--- src/rtl/bwt_occ_req_issue.sv ---
// rtl/bwt_occ_req_issue.sv - occurrence-line request FIFO and k/l read serialiser
// Buffers addr_k/addr_l pairs and issues one memory line read per distinct address.
module bwt_occ_req_issue #(
    parameter int ADDR_W       = 42,
    parameter int TAG_W        = 9,
    parameter int DEPTH        = 8,
    parameter int AFULL_MARGIN = 3
) (
    input  logic                       clk,
    input  logic                       rst,
    input  logic                       in_valid,
    input  logic [ADDR_W-1:0]          in_addr_k,
    input  logic [ADDR_W-1:0]          in_addr_l,
    input  logic [TAG_W-1:0]           in_tag,
    output logic                       stall_out,
    output logic                       mem_req_valid,
    input  logic                       mem_req_ready,
    output logic [ADDR_W-1:0]          mem_req_addr,
    output logic [TAG_W:0]             mem_req_tag,
    output logic                       mem_req_same,
    output logic                       overflow_err,
    output logic [$clog2(DEPTH):0]     fifo_count
);

    localparam int PTR_W = $clog2(DEPTH);
    localparam int CNT_W = PTR_W + 1;
    localparam logic [CNT_W-1:0] FULL_LVL  = CNT_W'(DEPTH);
    localparam logic [CNT_W-1:0] AFULL_LVL = CNT_W'(DEPTH - AFULL_MARGIN);

    typedef enum logic [1:0] {IDLE, SEND_K, SEND_L} state_t;

    logic [ADDR_W-1:0] fifo_k_q   [DEPTH];
    logic [ADDR_W-1:0] fifo_l_q   [DEPTH];
    logic [TAG_W-1:0]  fifo_tag_q [DEPTH];
    logic              fifo_same_q[DEPTH];

    state_t            state_q, state_d;
    logic [PTR_W-1:0]  rd_q, rd_d, wr_q, wr_d;
    logic [CNT_W-1:0]  count_q, count_d;
    logic              stall_q, stall_d;
    logic              overflow_q, overflow_d;
    logic              valid_q, valid_d;
    logic [ADDR_W-1:0] addr_q, addr_d;
    logic [TAG_W:0]    tag_q, tag_d;
    logic              same_q, same_d;
    logic [ADDR_W-1:0] cur_l_q, cur_l_d;
    logic [TAG_W-1:0]  cur_tag_q, cur_tag_d;

    logic full, empty, push, pop, take, accept;

    assign full   = (count_q == FULL_LVL);
    assign empty  = (count_q == '0);
    assign push   = in_valid & ~full;
    assign accept = valid_q & mem_req_ready;

    // Payload storage needs no reset: occupancy alone defines which entries are live.
    always_ff @(posedge clk) begin
        if (push) begin
            fifo_k_q[wr_q]    <= in_addr_k;
            fifo_l_q[wr_q]    <= in_addr_l;
            fifo_tag_q[wr_q]  <= in_tag;
            fifo_same_q[wr_q] <= (in_addr_k == in_addr_l);
        end
    end

    always_comb begin
        state_d   = state_q;
        valid_d   = valid_q;
        addr_d    = addr_q;
        tag_d     = tag_q;
        same_d    = same_q;
        cur_l_d   = cur_l_q;
        cur_tag_d = cur_tag_q;
        take      = 1'b0;
        pop       = 1'b0;

        case (state_q)
            IDLE:    take = 1'b1;
            SEND_K: begin
                if (accept) begin
                    if (same_q) begin
                        take = 1'b1;
                    end else begin
                        addr_d  = cur_l_q;
                        tag_d   = {cur_tag_q, 1'b1};
                        same_d  = 1'b0;
                        state_d = SEND_L;
                    end
                end
            end
            SEND_L:  take = accept;
            default: state_d = IDLE;
        endcase

        // "take" means the output register is free for the next head entry.
        pop = take & ~empty;
        if (take) begin
            if (!empty) begin
                valid_d   = 1'b1;
                addr_d    = fifo_k_q[rd_q];
                tag_d     = {fifo_tag_q[rd_q], 1'b0};
                same_d    = fifo_same_q[rd_q];
                cur_l_d   = fifo_l_q[rd_q];
                cur_tag_d = fifo_tag_q[rd_q];
                state_d   = SEND_K;
            end else begin
                valid_d   = 1'b0;
                same_d    = 1'b0;
                state_d   = IDLE;
            end
        end
    end

    always_comb begin
        rd_d       = rd_q + PTR_W'(pop);
        wr_d       = wr_q + PTR_W'(push);
        count_d    = count_q + CNT_W'(push) - CNT_W'(pop);
        stall_d    = (count_d >= AFULL_LVL);
        overflow_d = overflow_q | (in_valid & full);
    end

    always_ff @(posedge clk or negedge rst) begin
        if (!rst) begin
            state_q    <= IDLE;
            rd_q       <= '0;
            wr_q       <= '0;
            count_q    <= '0;
            stall_q    <= 1'b0;
            overflow_q <= 1'b0;
            valid_q    <= 1'b0;
            addr_q     <= '0;
            tag_q      <= '0;
            same_q     <= 1'b0;
            cur_l_q    <= '0;
            cur_tag_q  <= '0;
        end else begin
            state_q    <= state_d;
            rd_q       <= rd_d;
            wr_q       <= wr_d;
            count_q    <= count_d;
            stall_q    <= stall_d;
            overflow_q <= overflow_d;
            valid_q    <= valid_d;
            addr_q     <= addr_d;
            tag_q      <= tag_d;
            same_q     <= same_d;
            cur_l_q    <= cur_l_d;
            cur_tag_q  <= cur_tag_d;
        end
    end

    assign stall_out     = stall_q;
    assign overflow_err  = overflow_q;
    assign mem_req_valid = valid_q;
    assign mem_req_addr  = addr_q;
    assign mem_req_tag   = tag_q;
    assign mem_req_same  = same_q;
    assign fifo_count    = count_q;

endmodule
--- config.mk ---
export PLATFORM = sky130hd
export DESIGN_NAME = bwt_occ_req_issue
export DESIGN_NICKNAME = d
export VERILOG_FILES = /design/src/rtl/bwt_occ_req_issue.sv
export SDC_FILE = /design/constraint.sdc
export NUM_CORES = 1
export LEC_CHECK = 0
export BUFFER_PORTS_ARGS = -buffer_cell sky130_fd_sc_hd__buf_2
export CORE_AREA = 2 2 295 297
export DETAILED_ROUTE_END_ITERATION = 8
export DIE_AREA = 0 0 297 299
export PLACE_DENSITY_LB_ADDON = 0.3
export SYNTH_ARGS = -nofsm -noshare
export SYNTH_HDL_FRONTEND = slang
export SYNTH_SLANG_ARGS = --single-unit
--- constraint.sdc ---
create_clock -name clk -period 11 [get_ports clk]
set_input_delay 1.1 -clock clk [delete_from_list [all_inputs] [get_ports clk]]
set_output_delay 1.1 -clock clk [all_outputs]
set_load 0.02 [all_outputs]
==> impl_metrics.ini <==
[timing]
fmax_ghz = 0.274
skew_ns = 0.0368
period_share_pct = 33.1
final.setup.tns_ns = 0
slew_headroom_pct = 24.6
layout_setup_ws_ns = 7.35
slew_viol_final = 0
min_period_ns = 3.65
rsz0062_at_grt = no
hold_violations = 0
setup_viol = 0
worst_pin_slew_ns = 1.13
hold_slack_ns = 0.470

[global_routing]
first_global_vias = 16288
antenna_found_initial = 26
track_usage_pct = 17.2
grt_max_degree = 143
grt_pass1_wl_um = 113000
overflow = 0

[outcome]
outcome = finished clean

[run]
maxCapViolCount = 0

[routing]
wl_um = 76500
dr.pass1.iters = 5
drc = 0
routedWlPerCell_um = 26.0
drtIter0Drc = 1262
vias = 15426
vias_per_cell = 5.24
antenna_left = 0

[finish]
fin_util_pct = 45.4
final_net_count = 1814
layout_commonest_cell = edfxtp_1
finalNonFillerCells = 2943
layout_common_cells = 752 x edfxtp_1, 155 x buf_2, 145 x mux2i_1
syn_to_final_growth_pct = 14.8
drive_gt1_share_pct = 31.0

[critical_path]
crit_path_start_kind = flip-flop
critPathLaunch = rd_q[0]
r2r_end = cur_l_q[24]
cp_max_fo = 46
worstRegToRegCells = 5
critPathRequiredTime_ns = 11.54
crit_path_end = cur_l_q[24]
crit_arrival_ns = 4.18
crit_type = flip-flop to flip-flop
reg2reg_slack_ns = 7.35
endpoint_kind = flip-flop
r2r_start = rd_q[0]

[clock_network]
path_clk_slew_ns = 0.06
cts_buffer_depth = 3
cts_post_setup_buffers_inserted = 0
clk_latency_ns = 0.67
htree_levels = 3
cts_tree = yes
clock-sinks = 871
cts_root_buffer = clkbuf_16
cts.repair.resized = 0
cts_buffers = 89
hold_buffers = 0

[floorplan]
row_count = 108
die_x_um = 297
die_h_um = 299
dieArea_um2 = 88800
ios = 157
core_area_um2 = 85900
start_util_pct = 39.5

[synth]
synth_fa_ha_area_share_pct = 0.353
yosys.area.top_type = edfxtp_1
synth_cells = 1506
synth_edf_count = 752
synth-simple-area-share_pct = 0.633
syn-num-nets = 1612
synth_top_family_by_area = multiplexers
avgSynthCellArea_um2 = 22.6
yosys_most_used_dff = edfxtp_1
yosys_warnings = 0
synth.mux.area_fraction_pct = 20.3
yosys-top-cells-area = edfxtp_1 66%, mux4_2 9.3%, dfrtp_1 8.8%
synth_seq_area_share_pct = 75.2
synthesis.area_um2 = 34000
async_flop_share_pct = 13.7
synth-seq-cells = 871
synth-xor-area-share_pct = 1.24
synth_compound_area_share_pct = 0.792
synth.distinct_cells = 36
synth_top_area_share_pct = 66.5

[placed_design]
place_congestion = 0.732
dp_hpwl_um = 42400
placedCellCount = 2772
dp_slack_ns = 6.89
io_buffers = 156

[power_and_ir_drop]
p_per_area_nw_per_um2 = 200
ir_worst_vdd_v = 0.000124
p_leak_uw = 0.0133

[min_path]
min_path_type = flip-flop to flip-flop
power by group:
part	switching, uW	leakage [uW]	internal, uW
clock	1290	0.00143	1710
combinational	486	0.00339	191
sequential	83.3	0.00847	4050
total	1850	0.0133	5950
stage by stage:
stage               instance area [um^2]  total power [uW]
floorplan                          34000              4600
global placement                   36100              4880
detailed placement                 36100              4910
CTS                                39000              7910
global route                       39000              8100
finish                             39000              7810
layout make-up:
class                           count  area, um^2
Fill cell                        7264       46900
Sequential cell                   871       25600
Multi-Input combinational cell    555        8020
Clock buffer                      125        2470
Tap cell                         1155        1450
Timing Repair Buffer              185        1020
Clock inverter                     42         464
Inverter                            6        22.5
Antenna cell                        4        10.0
critical path, stage by stage (launching register included):
cell and delay (ns):
dfrtp_4 0.81, buf_4 0.59, buf_4 0.79, mux4_1 0.69
mux2_2 0.28, mux2_4 0.25
Yosys cell counts, types with 4 or more instances:
| cell | instances |
|---|---|
| a21boi_0 | 9 |
| buf_2 | 39 |
| buf_4 | 11 |
| buf_6 | 10 |
| clkbuf_1 | 11 |
| dfrtp_1 | 119 |
| edfxtp_1 | 752 |
| ha_1 | 8 |
| inv_1 | 6 |
| mux2_2 | 61 |
| mux2_4 | 24 |
| mux2i_1 | 145 |
| mux4_1 | 48 |
| mux4_2 | 140 |
| nand2_1 | 7 |
| nand2b_1 | 6 |
| nor2_1 | 12 |
| nor3_1 | 4 |
| nor4_1 | 10 |
| o211ai_1 | 9 |
| o21a_1 | 10 |
| xor2_1 | 46 |
worst min-delay path by stage:
stage	depth (start not counted)	end	slack [ns]	startpoint
floorplan	1	cur_tag_q[0]	0.46	cur_tag_q[0]
global placement	1	overflow_err	0.45	overflow_err
detailed placement	1	overflow_err	0.46	overflow_err
CTS	1	overflow_err	0.47	overflow_err
global route	1	overflow_err	0.49	overflow_err
finish	1	overflow_err	0.47	overflow_err
flip-flops by register name (all words and copies together) (netlist names):
| name | flops |
|---|---|
| cur_l_q | 42 |
| cur_tag_q | 9 |
| fifo_count | 4 |
| fifo_k_q | 336 |
| fifo_l_q | 336 |
| fifo_same_q | 8 |
| fifo_tag_q | 72 |
| mem_req_addr | 42 |
| mem_req_same | 1 |
| mem_req_tag | 10 |
| mem_req_valid | 1 |
| overflow_err | 1 |
| rd_q | 3 |
| stall_out | 1 |
| state_q | 2 |
| wr_q | 3 |
routing by layer:
metal,track usage (%),vias up,share of wire (%)
met5,0,-,0.21
met1,23.4,8275,43
met2,28.6,350,49
met4,4.50,24,1.9
li1,-,6665,-
met3,3.53,112,5.1
cell families after synthesis:
family,count (synthesis)
compound gates,37
xor+xnor,48
fa+ha+maj,9
buf+inv,80
flops,871
mux,418
simple gates,43
Note: power is estimated with default switching activity, not from simulation.
